**src/rtl/pipe_stage_reg_pkg.sv**
```systemverilog
// Shared constants for the pipeline stage register and its stall monitor.
// This package holds only constants: default widths, the NOP control encoding
// and the zero-register index. It defines no types.
package pipe_stage_reg_pkg;

  localparam int unsigned PC_W            = 32;
  localparam int unsigned DEF_DATA_W      = 96;
  localparam int unsigned DEF_CTRL_W      = 2;
  localparam int unsigned DEF_RD_W        = 5;
  localparam int unsigned DEF_STALL_LIMIT = 16;

  // Control encoding carried by a bubble (NOP) slot.
  localparam int unsigned CTRL_NOP = 0;

  // Architectural zero register; it is never a forwarding source.
  localparam int unsigned ZERO_REG = 0;

endpackage

```
**src/rtl/pipe_stall_mon.sv**
```systemverilog
// Consecutive-stall monitor.
// Counts the edges on which stall=1 and bubble=0. The count clears on any other
// edge and saturates at STALL_LIMIT. stall_stuck is registered and goes high on
// the edge where the count reaches STALL_LIMIT.
// Ports: clk, rst (sync, active-high), stall, bubble -> stall_stuck.
module pipe_stall_mon
  import pipe_stage_reg_pkg::*;
#(
  parameter int unsigned STALL_LIMIT = DEF_STALL_LIMIT
) (
  input  logic clk,
  input  logic rst,
  input  logic stall,
  input  logic bubble,
  output logic stall_stuck
);

  localparam int unsigned CNT_W = (STALL_LIMIT < 2) ? 1 : $clog2(STALL_LIMIT + 1);
  localparam logic [CNT_W-1:0] LIMIT = CNT_W'(STALL_LIMIT);

  logic [CNT_W-1:0] cnt_q;
  logic [CNT_W-1:0] cnt_d;

  // Next count: advance while stalled, hold at the limit, clear otherwise.
  always_comb begin
    cnt_d = '0;
    if (stall && !bubble) begin
      cnt_d = (cnt_q == LIMIT) ? cnt_q : cnt_q + CNT_W'(1);
    end
  end

  always_ff @(posedge clk) begin
    if (rst) begin
      cnt_q       <= '0;
      stall_stuck <= 1'b0;
    end else begin
      cnt_q       <= cnt_d;
      stall_stuck <= (cnt_d == LIMIT);
    end
  end

endmodule

```
**src/rtl/pipe_stage_reg.sv**
```systemverilog
// Generic pipeline stage register with stall, bubble and forwarding hint.
// The edge priority is rst > bubble > stall > load. A load whose valid_in is low
// clears reg_write and rd so that a dead slot never forwards.
// Ports:
//   clk, rst (sync, active-high), stall, bubble
//   valid_in, pc_in[31:0], data_in[DATA_W], ctrl_in[CTRL_W], rd_in[RD_W],
//   reg_write_in
//   *_out   registered copies of the inputs
//   fwd_en  combinational valid_out & reg_write_out & (rd_out != 0)
//   stall_stuck  registered, consecutive stalls reached STALL_LIMIT
// Optional macro PIPE_PERF_CNT_EN adds two 32-bit wrapping counters:
//   stall_cnt counts edges with stall=1 and bubble=0.
//   bubble_cnt counts edges with bubble=1.
// Other stages (for example MEM_WB) are built from this module by overriding
// its parameters.
module pipe_stage_reg
  import pipe_stage_reg_pkg::*;
#(
  parameter int unsigned       DATA_W      = DEF_DATA_W,
  parameter int unsigned       CTRL_W      = DEF_CTRL_W,
  parameter int unsigned       RD_W        = DEF_RD_W,
  parameter logic [DATA_W-1:0] BUBBLE_DATA = '0,
  parameter int unsigned       STALL_LIMIT = DEF_STALL_LIMIT
) (
  input  logic              clk,
  input  logic              rst,
  input  logic              stall,
  input  logic              bubble,
  input  logic              valid_in,
  input  logic [PC_W-1:0]   pc_in,
  input  logic [DATA_W-1:0] data_in,
  input  logic [CTRL_W-1:0] ctrl_in,
  input  logic [RD_W-1:0]   rd_in,
  input  logic              reg_write_in,
  output logic              valid_out,
  output logic [PC_W-1:0]   pc_out,
  output logic [DATA_W-1:0] data_out,
  output logic [CTRL_W-1:0] ctrl_out,
  output logic [RD_W-1:0]   rd_out,
  output logic              reg_write_out,
  output logic              fwd_en,
  output logic              stall_stuck
`ifdef PIPE_PERF_CNT_EN
  ,
  output logic [31:0]       stall_cnt,
  output logic [31:0]       bubble_cnt
`endif
);

  localparam logic [CTRL_W-1:0] NOP_CTRL = CTRL_W'(CTRL_NOP);
  localparam logic [RD_W-1:0]   ZERO_RD  = RD_W'(ZERO_REG);

  logic              valid_d;
  logic [PC_W-1:0]   pc_d;
  logic [DATA_W-1:0] data_d;
  logic [CTRL_W-1:0] ctrl_d;
  logic [RD_W-1:0]   rd_d;
  logic              reg_write_d;

  // Next contents: a bubble inserts a NOP, a stall holds, otherwise load.
  always_comb begin
    valid_d     = valid_out;
    pc_d        = pc_out;
    data_d      = data_out;
    ctrl_d      = ctrl_out;
    rd_d        = rd_out;
    reg_write_d = reg_write_out;
    if (bubble) begin
      valid_d     = 1'b0;
      pc_d        = '0;
      data_d      = BUBBLE_DATA;
      ctrl_d      = NOP_CTRL;
      rd_d        = ZERO_RD;
      reg_write_d = 1'b0;
    end else if (!stall) begin
      valid_d     = valid_in;
      pc_d        = pc_in;
      data_d      = data_in;
      ctrl_d      = ctrl_in;
      rd_d        = valid_in ? rd_in : ZERO_RD;
      reg_write_d = valid_in & reg_write_in;
    end
  end

  always_ff @(posedge clk) begin
    if (rst) begin
      valid_out     <= 1'b0;
      pc_out        <= '0;
      data_out      <= BUBBLE_DATA;
      ctrl_out      <= NOP_CTRL;
      rd_out        <= ZERO_RD;
      reg_write_out <= 1'b0;
    end else begin
      valid_out     <= valid_d;
      pc_out        <= pc_d;
      data_out      <= data_d;
      ctrl_out      <= ctrl_d;
      rd_out        <= rd_d;
      reg_write_out <= reg_write_d;
    end
  end

  // The forwarding unit may only use a live slot that writes a non-zero register.
  assign fwd_en = valid_out & reg_write_out & (rd_out != ZERO_RD);

  pipe_stall_mon #(
    .STALL_LIMIT (STALL_LIMIT)
  ) u_stall_mon (
    .clk         (clk),
    .rst         (rst),
    .stall       (stall),
    .bubble      (bubble),
    .stall_stuck (stall_stuck)
  );

`ifdef PIPE_PERF_CNT_EN
  // Performance counters; both wrap modulo 2^32.
  always_ff @(posedge clk) begin
    if (rst) begin
      stall_cnt  <= '0;
      bubble_cnt <= '0;
    end else begin
      if (bubble) bubble_cnt <= bubble_cnt + 32'd1;
      if (stall && !bubble) stall_cnt <= stall_cnt + 32'd1;
    end
  end
`endif

endmodule

```
**config.mk**
```make
export PLATFORM = sky130hd
export DESIGN_NAME = pipe_stage_reg
export DESIGN_NICKNAME = d
export VERILOG_FILES = /design/src/rtl/pipe_stage_reg_pkg.sv /design/src/rtl/pipe_stall_mon.sv /design/src/rtl/pipe_stage_reg.sv
export SDC_FILE = /design/constraint.sdc
export NUM_CORES = 1
export LEC_CHECK = 0
export ABC_AREA = 1
export BUFFER_PORTS_ARGS = -buffer_cell sky130_fd_sc_hd__buf_4
export CORE_AREA = 2 2 108 110
export DETAILED_ROUTE_END_ITERATION = 10
export DIE_AREA = 0 0 110 112
export GPL_TIMING_DRIVEN = 1
export PLACE_DENSITY_LB_ADDON = 0.1
export REMOVE_ABC_BUFFERS = 1
export SLEW_MARGIN = 0
export SYNTH_ARGS = -nofsm -noshare
export SYNTH_HDL_FRONTEND = slang
export SYNTH_SLANG_ARGS = --single-unit
export TNS_END_PERCENT = 10
```
**constraint.sdc**
```tcl
create_clock -name clk -period 3.25 [get_ports clk]
set_input_delay 0.65 -clock clk [delete_from_list [all_inputs] [get_ports clk]]
set_output_delay 0.65 -clock clk [all_outputs]
set_load 0.01 [all_outputs]
```
== Word-level counts from Yosys, hierarchy flattened ==
Index checks and enable logic that the tools add are counted.
W data, S select, Z words.

* Add/sub/neg operators: 1
* Equality and inequality tests: 2
* Multiplexer cells: 3
* Bitwise logic cells: 3
* Reduce and logical (&&, ||, !) cells: 4

{| class="wikitable"
|+ Operators by type and width
! kind !! number
|-
| $mux W5 || 3
|-
| $eq A5 B5 Y1 const B || 2
|-
| $add A5 B1 Y5 const B || 1
|-
| $reduce_bool A5 Y1 || 1
|-
| $and A1 B1 Y1 || 3
|-
| $reduce_or A2 Y1 || 1
|-
| $logic_and A1 B1 Y1 || 1
|-
| $logic_not A1 Y1 || 1
|}

* Bits in registers: 143
* Input bits: 141

== Logic depth before layout (Yosys ltp) ==
Gate-level depths: netlist of the first run.

* Word-level depth: 4
* Gate-level depth with buffers: 9
* Depth with buffers taken out: 9

== By module ==
Synthesis of the first run repeated with hierarchy kept, for this count alone.

* Cells, all modules: 648
* Area, all modules: 5,172.5 um^2

{| class="wikitable"
|+ By module, submodules not included
! module !! instances !! cells each !! area an instance (um^2) !! sequential area each (um^2)
|-
| pipe_stage_reg || 1 || 603 || 4,857.2 || 2,742.6
|-
| pipe_stall_mon || 1 || 45 || 315.3 || 120.1
|}

== Worst setup path after synthesis of the first run ==
No wires, ideal clock.

* Kind: register to output
* Start: register rd_out[1]
* End: output fwd_en
* Data arrival time: 0.708 ns
* Required time: 2.600 ns
* Slack: 1.892 ns
* Cell stages (with the launch flop): 5
* Cells stage by stage: dfxtp_1 nor3_1 nand3_1 nand3_1 inv_1

* Longest elaborated chain between the ends: 2

{| class="wikitable"
|+ Ends and longest elaborated chain
! what !! line !! text
|-
| start, declared || pipe_stage_reg.sv:39 || <nowiki>output logic [RD_W-1:0] rd_out,</nowiki>
|-
| start signal, assigned || pipe_stage_reg.sv:98 || <nowiki>rd_out <= rd_d;</nowiki>
|-
| $reduce_bool A5 Y1 || pipe_stage_reg.sv:104 || <nowiki>assign fwd_en = valid_out & reg_write_out & (rd_out != ZERO_RD);</nowiki>
|-
| $and A1 B1 Y1 || pipe_stage_reg.sv:104 ||
|-
| end, declared || pipe_stage_reg.sv:41 || <nowiki>output logic fwd_en,</nowiki>
|}

No other way between the ends.

== Final worst setup path of the first run ==
Ends and elaborated chain as after synthesis.

==> results.md, run 1 <==
* Outcome: completed
* First-pass GRT wire length at 23500 um
* Final setup viols at 0
* Final nets at 1042
* # rows at 39
* Detailed Route WL at 15400 um
* Worst path slowest cell: dfxtp_1
* Crit share post-route at 60.1%
* CTS root buf: clkbuf_16
* N_diodes at 0
* Clock Sink Count at 143
* Post-CTS resize count at 0
* Initial Utilization at 46.8%
* Die Wd at 110 um
* Proportion of layout cells with a drive suffix above 1 at 40.5%
* Data required time at the worst endpoint at 2.60 ns
* Worst-path cell chain: nor3_1 > nand3_1 > nand3_1 > inv_1 > buf_4
* Number of synthesis warnings at 0
* Normalized max-slew margin at 56.2%
* ANT nets after route at 0
* Family with the most delay on the worst path: simple AND/OR/NAND/NOR gates
* CP max FO at 3
* Sequential share of the synthesized area at 54.7%
* Vias in the first global route at 4990
* Area delta synth->final at 52.8%
* Pin count of the biggest net entering global routing at 138
* Largest area contributor in the netlist: dfxtp_1
* #FFs+latches synth at 143
* Max-slew violations at 0
* Final core occ at 71.6%
* Post-synth top area share at 54.7%
* Share of total power in combinational logic at 9.8%
* HP Class: flop to flop
* Wire per inst at 14.6 um
* Worst Clk Skew at 0.00261 ns
* Total negative setup slack at 0 ns
* Clock-pin transition on the worst setup and hold timing paths at 0.06 ns
* Insertion delay to the later sink of the worst-skew pair at 0.41 ns
* Total vias in the final route at 5176
* Final Non-Filler Cells at 1055
* DR pass1 iterations at 5
* Crit path launch type: flop
* Clock buffer depth at 2
* Die area at 12300 sq um
* Max-Cap Viols at 0
* Dpl ws at 1.39 ns
* Min Tclk post-route at 1.95 ns
* Pwr Density at 554 nW/um^2
* Clock power frac at 48.7%
* Mapped Cells at 639
* Endpoints failing hold at 0
* Avg Cell Area, Syn at 8.19 sq um
* 1st-iter DRT viols at 341
* Core Region at 11200 sq um
* Synthesized cell area at 5230 sq um
* Most Frequent Cell on Critical Path: nand3_1
* Post-route DRC at 0
* Unrepaired setup endpoints after global routing: no
* Leak pwr at 3.58 nW
* Gr usage total at 24.6%
* Placed Cells at 1023
* CP endpoint kind: output pin
* Fmax achieved at 512 MHz
* Reg power frac at 41.5%
* Port Buffers at 279
* Worst path arrival time at 1.30 ns
* DR vias/cell at 4.91
* Slowest cell delay on critical path at 0.33 ns
* Die Height at 112 um
* Most area-consuming cells after synthesis: dfxtp_1 (55%), nand2_1 (20%), a21oi_2 (8.4%)
* Post-detail-place hpwl at 10800 um
* Worst Path Buf+Inv at 2
* Worst-Margin Slew at 0.658 ns
* Switch share at 21.6%
* Initial antenna violation count at 0
* Worst Path Class, Setup: flop to output pin
* Top-Level Pins at 280
* Overflow after GRT at 0
* Psw at 0.958 mW
* Synth cell types at 19
* P_int at 3.47 mW
* H-tree levels at 4
* Post-CTS setup buffer count at 0
* Max VDD drop at 0.487 mV
* CTS buffer count at 17
* CTS Hold Buffers Added at 0
* Worst setup slack after layout at 1.30 ns
* GP Congestion at 0.778
* CTS tree: done
synthesized netlist by cell type, drive strengths merged:
library cell  count
nand4             2
nor3              1
nand2           272
dfxtp           143
nor2             15
clkbuf            3
buf              40
ha                2
a21oi           131
o21ai             2
a22oi             4
inv              13
nand3            11
area by class of cell:
class / count / area, sq um
fillers: 884 / 3180
inverters: 13 / 53.8
clock inverters: 10 / 181
flip-flops and latches: 143 / 2860
multi-input cells: 440 / 2070
repair buffers: 284 / 2170
well taps: 143 / 179
clock buffers: 22 / 484
placed cells by master (no fill, tap or decap):
cell type,Yosys,layout
clkbuf_8,0,4
clkinv_4,0,1
buf_12,0,3
nor2_1,13,13
o21ai_0,2,2
nand2_1,272,272
ha_1,2,2
inv_1,11,11
inv_4,0,2
clkinvlp_4,0,1
buf_4,2,281
nand4_1,2,2
nand3_1,11,11
clkinv_2,0,3
nor2_2,1,1
bufinv_16,0,5
nor2_4,1,1
a22oi_1,4,4
clkbuf_16,0,17
dfxtp_1,143,143
a21oi_2,50,50
a21oi_1,81,81
nor3_1,1,1
clkbuf_1,3,1
worst paths after layout:
| path | cells past startpoint | slack (ns) | to | startpoint |
|---|---|---|---|---|
| max | 5 | 1.30 | fwd_en | rd_out[1]$_SDFFE_PP0N_ |
| min | 2 | 0.46 | pc_out[20]$_SDFFE_PP0N_ | pc_out[20]$_SDFFE_PP0N_ |
| max reg2reg | 8 | 2.02 | u_stall_mon.stall_stuck$_SDFF_PP0_ | u_stall_mon.cnt_q[0]$_SDFF_PP0_ |
| min reg2reg | 2 | 0.46 | pc_out[20]$_SDFFE_PP0N_ | pc_out[20]$_SDFFE_PP0N_ |
through the flow:
stage / cell area (sq um) / hold WS, ns / total power [mW]
floorplan: 4980 / 0.481 / 2.03
global placement: 7330 / 0.449 / 2.30
detailed placement: 7330 / 0.455 / 2.31
CTS: 8000 / 0.455 / 4.45
global route: 8000 / 0.461 / 4.58
finish: 8000 / 0.462 / 4.43
worst register-to-register path, cell delays in order (launching register included):
cell and delay [ns]:
dfxtp_1 0.40, inv_1 0.08, ha_1 0.19, nand2_1 0.06
inv_1 0.05, nand2_1 0.08, nand3_1 0.11, nand3_1 0.12
nor2_1 0.05
registers in the layout, summed over array words and instances, names as in the netlist:
signal and cells:
reg_write_out 1, u_stall_mon.cnt_q 5, rd_out 5, u_stall_mon.stall_stuck 1, pc_out 32, ctrl_out 2, data_out 96, valid_out 1
cells by family after synthesis:
kind of cell	Yosys count	synth area share (%)
and+or+nand+nor	301	22.2
DFF	143	54.7
AOI/OAI and AO/OA	137	16.9
buffers and inverters	56	5.79
adders and majority gates	2	0.478
power groups by stage:
stage / sequential (mW) / clock (mW) / combinational, mW
floorplan: 1.90 / 0 / 0.133
detailed placement: 1.87 / 0 / 0.437
global placement: 1.87 / 0 / 0.427
finish: 1.84 / 2.16 / 0.436
CTS: 1.84 / 2.18 / 0.439
global route: 1.84 / 2.26 / 0.474
per-layer routing:
metal / part of all wire (%) / vias to the layer above / global-route usage [%]
met5: 0 / - / 0
met4: 2.5 / 0 / 10.5
met3: 9.8 / 27 / 9.48
met2: 52 / 216 / 43.4
met1: 36 / 2365 / 25.6
li1: - / 2568 / -
Power figures use the tool's default switching activity.
==> run 2, diff against run 1 <==
--- a/config.mk
+++ b/config.mk
@@ -7,9 +7,8 @@
 export LEC_CHECK = 0
 export ABC_AREA = 1
 export BUFFER_PORTS_ARGS = -buffer_cell sky130_fd_sc_hd__buf_4
-export CORE_AREA = 2 2 108 110
+export CORE_UTILIZATION = 40
 export DETAILED_ROUTE_END_ITERATION = 10
-export DIE_AREA = 0 0 110 112
 export GPL_TIMING_DRIVEN = 1
 export PLACE_DENSITY_LB_ADDON = 0.1
 export REMOVE_ABC_BUFFERS = 1
==> constraint.sdc (replaced) <==
create_clock -name clk -period 1.7 [get_ports clk]
set_input_delay 0.34 -clock clk [delete_from_list [all_inputs] [get_ports clk]]
set_output_delay 0.34 -clock clk [all_outputs]
set_load 0.01 [all_outputs]
==> run 2 against run 1 <==
Effect of this change:
- worst setup slack lost 1.2 ns
- critical path depth stayed put
- sequential power up 91%
- largest cell class unchanged
- critical path type unchanged
- sequential cell count unchanged
==> results.md, run 2 (synthesized netlist as in run 1, its figures left out) <==
* Outcome: completed
* Insertion delay to the later sink of the worst-skew pair at 0.41 ns (about the same)
* Worst setup slack after layout at 0.103 ns (-1.19 ns)
* CTS buffer count at 17 (unchanged)
* ANT nets after route at 0 (unchanged)
* Vias in the first global route at 4740 (-5.0%)
* Largest registers: data_out x96, pc_out x32
* Top-Level Pins at 280 (unchanged)
* Worst path slowest cell: dfxtp_1
* Initial Utilization at 41.3% (-5.5 points)
* First-pass GRT wire length at 22500 um (-4.1%)
* Family with the most delay on the worst path: simple AND/OR/NAND/NOR gates
* Endpoints failing hold at 0 (unchanged)
* DR vias/cell at 4.73 (-3.6%)
* Clock Sink Count at 143 (unchanged)
* Largest Register: data_out
* Wire per inst at 13.7 um (-6.5%)
* H-tree levels at 4 (unchanged)
* Die Height at 116 um (+3.9%)
* Clock buffer depth at 2 (unchanged)
* Post-route DRC at 0 (unchanged)
* Worst path arrival time at 1.26 ns (-0.04 ns)
* Data required time at the worst endpoint at 1.36 ns (-1.24 ns)
* Overall power at 7.47 mW (+69%)
* Slowest cell delay on critical path at 0.33 ns (about the same)
* DR pass1 iterations at 4 (-1)
* Max reg flops at 96 (unchanged)
* Area delta synth->final at 51.0%
* 1st-iter DRT viols at 225 (-34%)
* HP Class: input pin to flop
* # rows at 41 (+5.1%)
* Crit path launch type: flop
* Overflow after GRT at 0 (unchanged)
* Worst-Margin Slew at 0.359 ns (-0.298 ns)
* Pin count of the biggest net entering global routing at 68 (-51%)
* Core Region at 12700 sq um (+13%)
* Worst Path Class, Setup: flop to output pin
* Total vias in the final route at 5111 (-1.3%)
* Final nets at 1045 (+0.29%)
* Normalized max-slew margin at 76.1% (+20 points)
* Max-Cap Viols at 0 (unchanged)
* Min Tclk post-route at 1.60 ns
* Unrepaired setup endpoints after global routing: no
* Final setup viols at 0 (unchanged)
* Worst Clk Skew at 0.00383 ns (+0.00122 ns)
* CP endpoint kind: output pin
* Worst Path Buf+Inv at 2 (unchanged)
* Most common cell after layout, fill and taps aside: buf_4
* Max VDD drop at 0.605 mV (+24%)
* N_diodes at 0 (unchanged)
* Crit share post-route at 93.9%
* Area of the multi-input gates at 2070 sq um (+0.24%)
* Max-slew violations at 0 (unchanged)
* Most Frequent Cell on Critical Path: nand3_1
* Dpl cell area at 7420 sq um (+1.1%)
* Gr usage total at 21.8% (-2.9 points)
* Detailed Route WL at 14800 um (-4.2%)
* Most frequent cells in the layout: buf_4 (282), nand2_1 (272), dfxtp_1 (143), a21oi_1 (81), a21oi_2 (50)
* Seq. cell area at 2860 sq um (unchanged)
* Die area at 13500 sq um (+9.9%)
* Final instance area at 7910 sq um (-1.2%)
* Total negative setup slack at 0 ns (unchanged)
* CTS root buf: clkbuf_16
* Initial antenna violation count at 0 (unchanged)
* Fmax achieved at 626 MHz
* Worst-path cell chain: nor3_2 > nand3_1 > nand3_1 > inv_1 > buf_4
* Number of fill cells in the layout at 1125 (+27%)
* Leak pwr at 3.52 nW (-1.7%)
* Proportion of layout cells with a drive suffix above 1 at 40.0% (-0.42 points)
* CTS tree: done
* Clock-pin transition on the worst setup and hold timing paths at 0.05 ns (about the same)
* GP Congestion at 0.782 (+0.46%)
* Pwr Density at 945 nW/um^2 (+71%)
* Die Wd at 116 um (+5.8%)
* CP max FO at 3 (unchanged)
* Post-detail-place hpwl at 10700 um (-1.7%)
* Port Buffers at 279 (unchanged)
* Dpl ws at 0.298 ns (-1.09 ns)
-- run 2: cell count changes in the layout (fill, tap and decap cells not counted) --
cell | previous run | this run
clkinv_4 | 1 | 0
buf_4 | 281 | 282
bufinv_16 | 5 | 0
nor3_1 | 1 | 0
clkinvlp_4 | 1 | 0
nor3_2 | 0 | 1
clkbuf_8 | 4 | 2
clkbuf_1 | 1 | 4
buf_12 | 3 | 5
-- run 2: cell type report --
class	instances	area share (%)
sequential	143	36.2
timing repair buffer	287	28.0
multi-input combinational	440	26.2
clock buffer	23	5.92
tap	172	2.72
inverter	13	0.681
clock inverter	3	0.190
-- run 2: worst reg2reg max path, cell delays in order (launching register included) --
cell and delay (ns):
dfxtp_1 0.42, inv_1 0.09, ha_1 0.20, nand2_1 0.06
inv_1 0.05, nand2_1 0.08, nand2_1 0.06, nand3_1 0.11
nand2_1 0.06, nor2_1 0.09
-- run 2: routing by layer --
layer,global-route usage [%],vias to the layer above,wire length (um)
met5,0,-,0
met4,11.7,0,445
met3,8.46,33,1220
met2,37.8,188,7610
met1,22.6,2326,5510
li1,-,2564,-
-- run 2: stage by stage --
stage	hold slack (ns)	cells	utilization, %
after CTS	0.123	1081	62.3
after global routing	0.133	1081	62.4
after detailed placement	0.458	1055	58.5
final	0.151	1081	62.4
after floorplan	0.412	596	-
after global placement	0.446	1055	58.5
-- run 2: path summary, 6_finish.rpt --
kind,start,cells past startpoint,slack (ns),end
setup / recovery,rd_out[3]$_SDFFE_PP0N_,5,0.10,fwd_en
hold / removal,rst,2,0.15,u_stall_mon.cnt_q[0]$_SDFF_PP0_
setup reg to reg,u_stall_mon.cnt_q[0]$_SDFF_PP0_,9,0.41,u_stall_mon.stall_stuck$_SDFF_PP0_
hold reg to reg,pc_out[8]$_SDFFE_PP0N_,2,0.46,pc_out[8]$_SDFFE_PP0N_
-- run 2: timing repair --
action | 4_1_cts | 5_1_grt
hold buffers | 0 | 0
buffers inserted | 0 | 0
gates resized for setup | 0 | 1
setup endpoints to repair | 0 | 1
-- run 2: power by group --
group	switching [mW]	total [mW]	internal, mW
clock network	1.24	3.12	1.88
logic	0.403	0.838	0.435
registers	0.0570	3.51	3.46
total	1.70	7.47	5.77
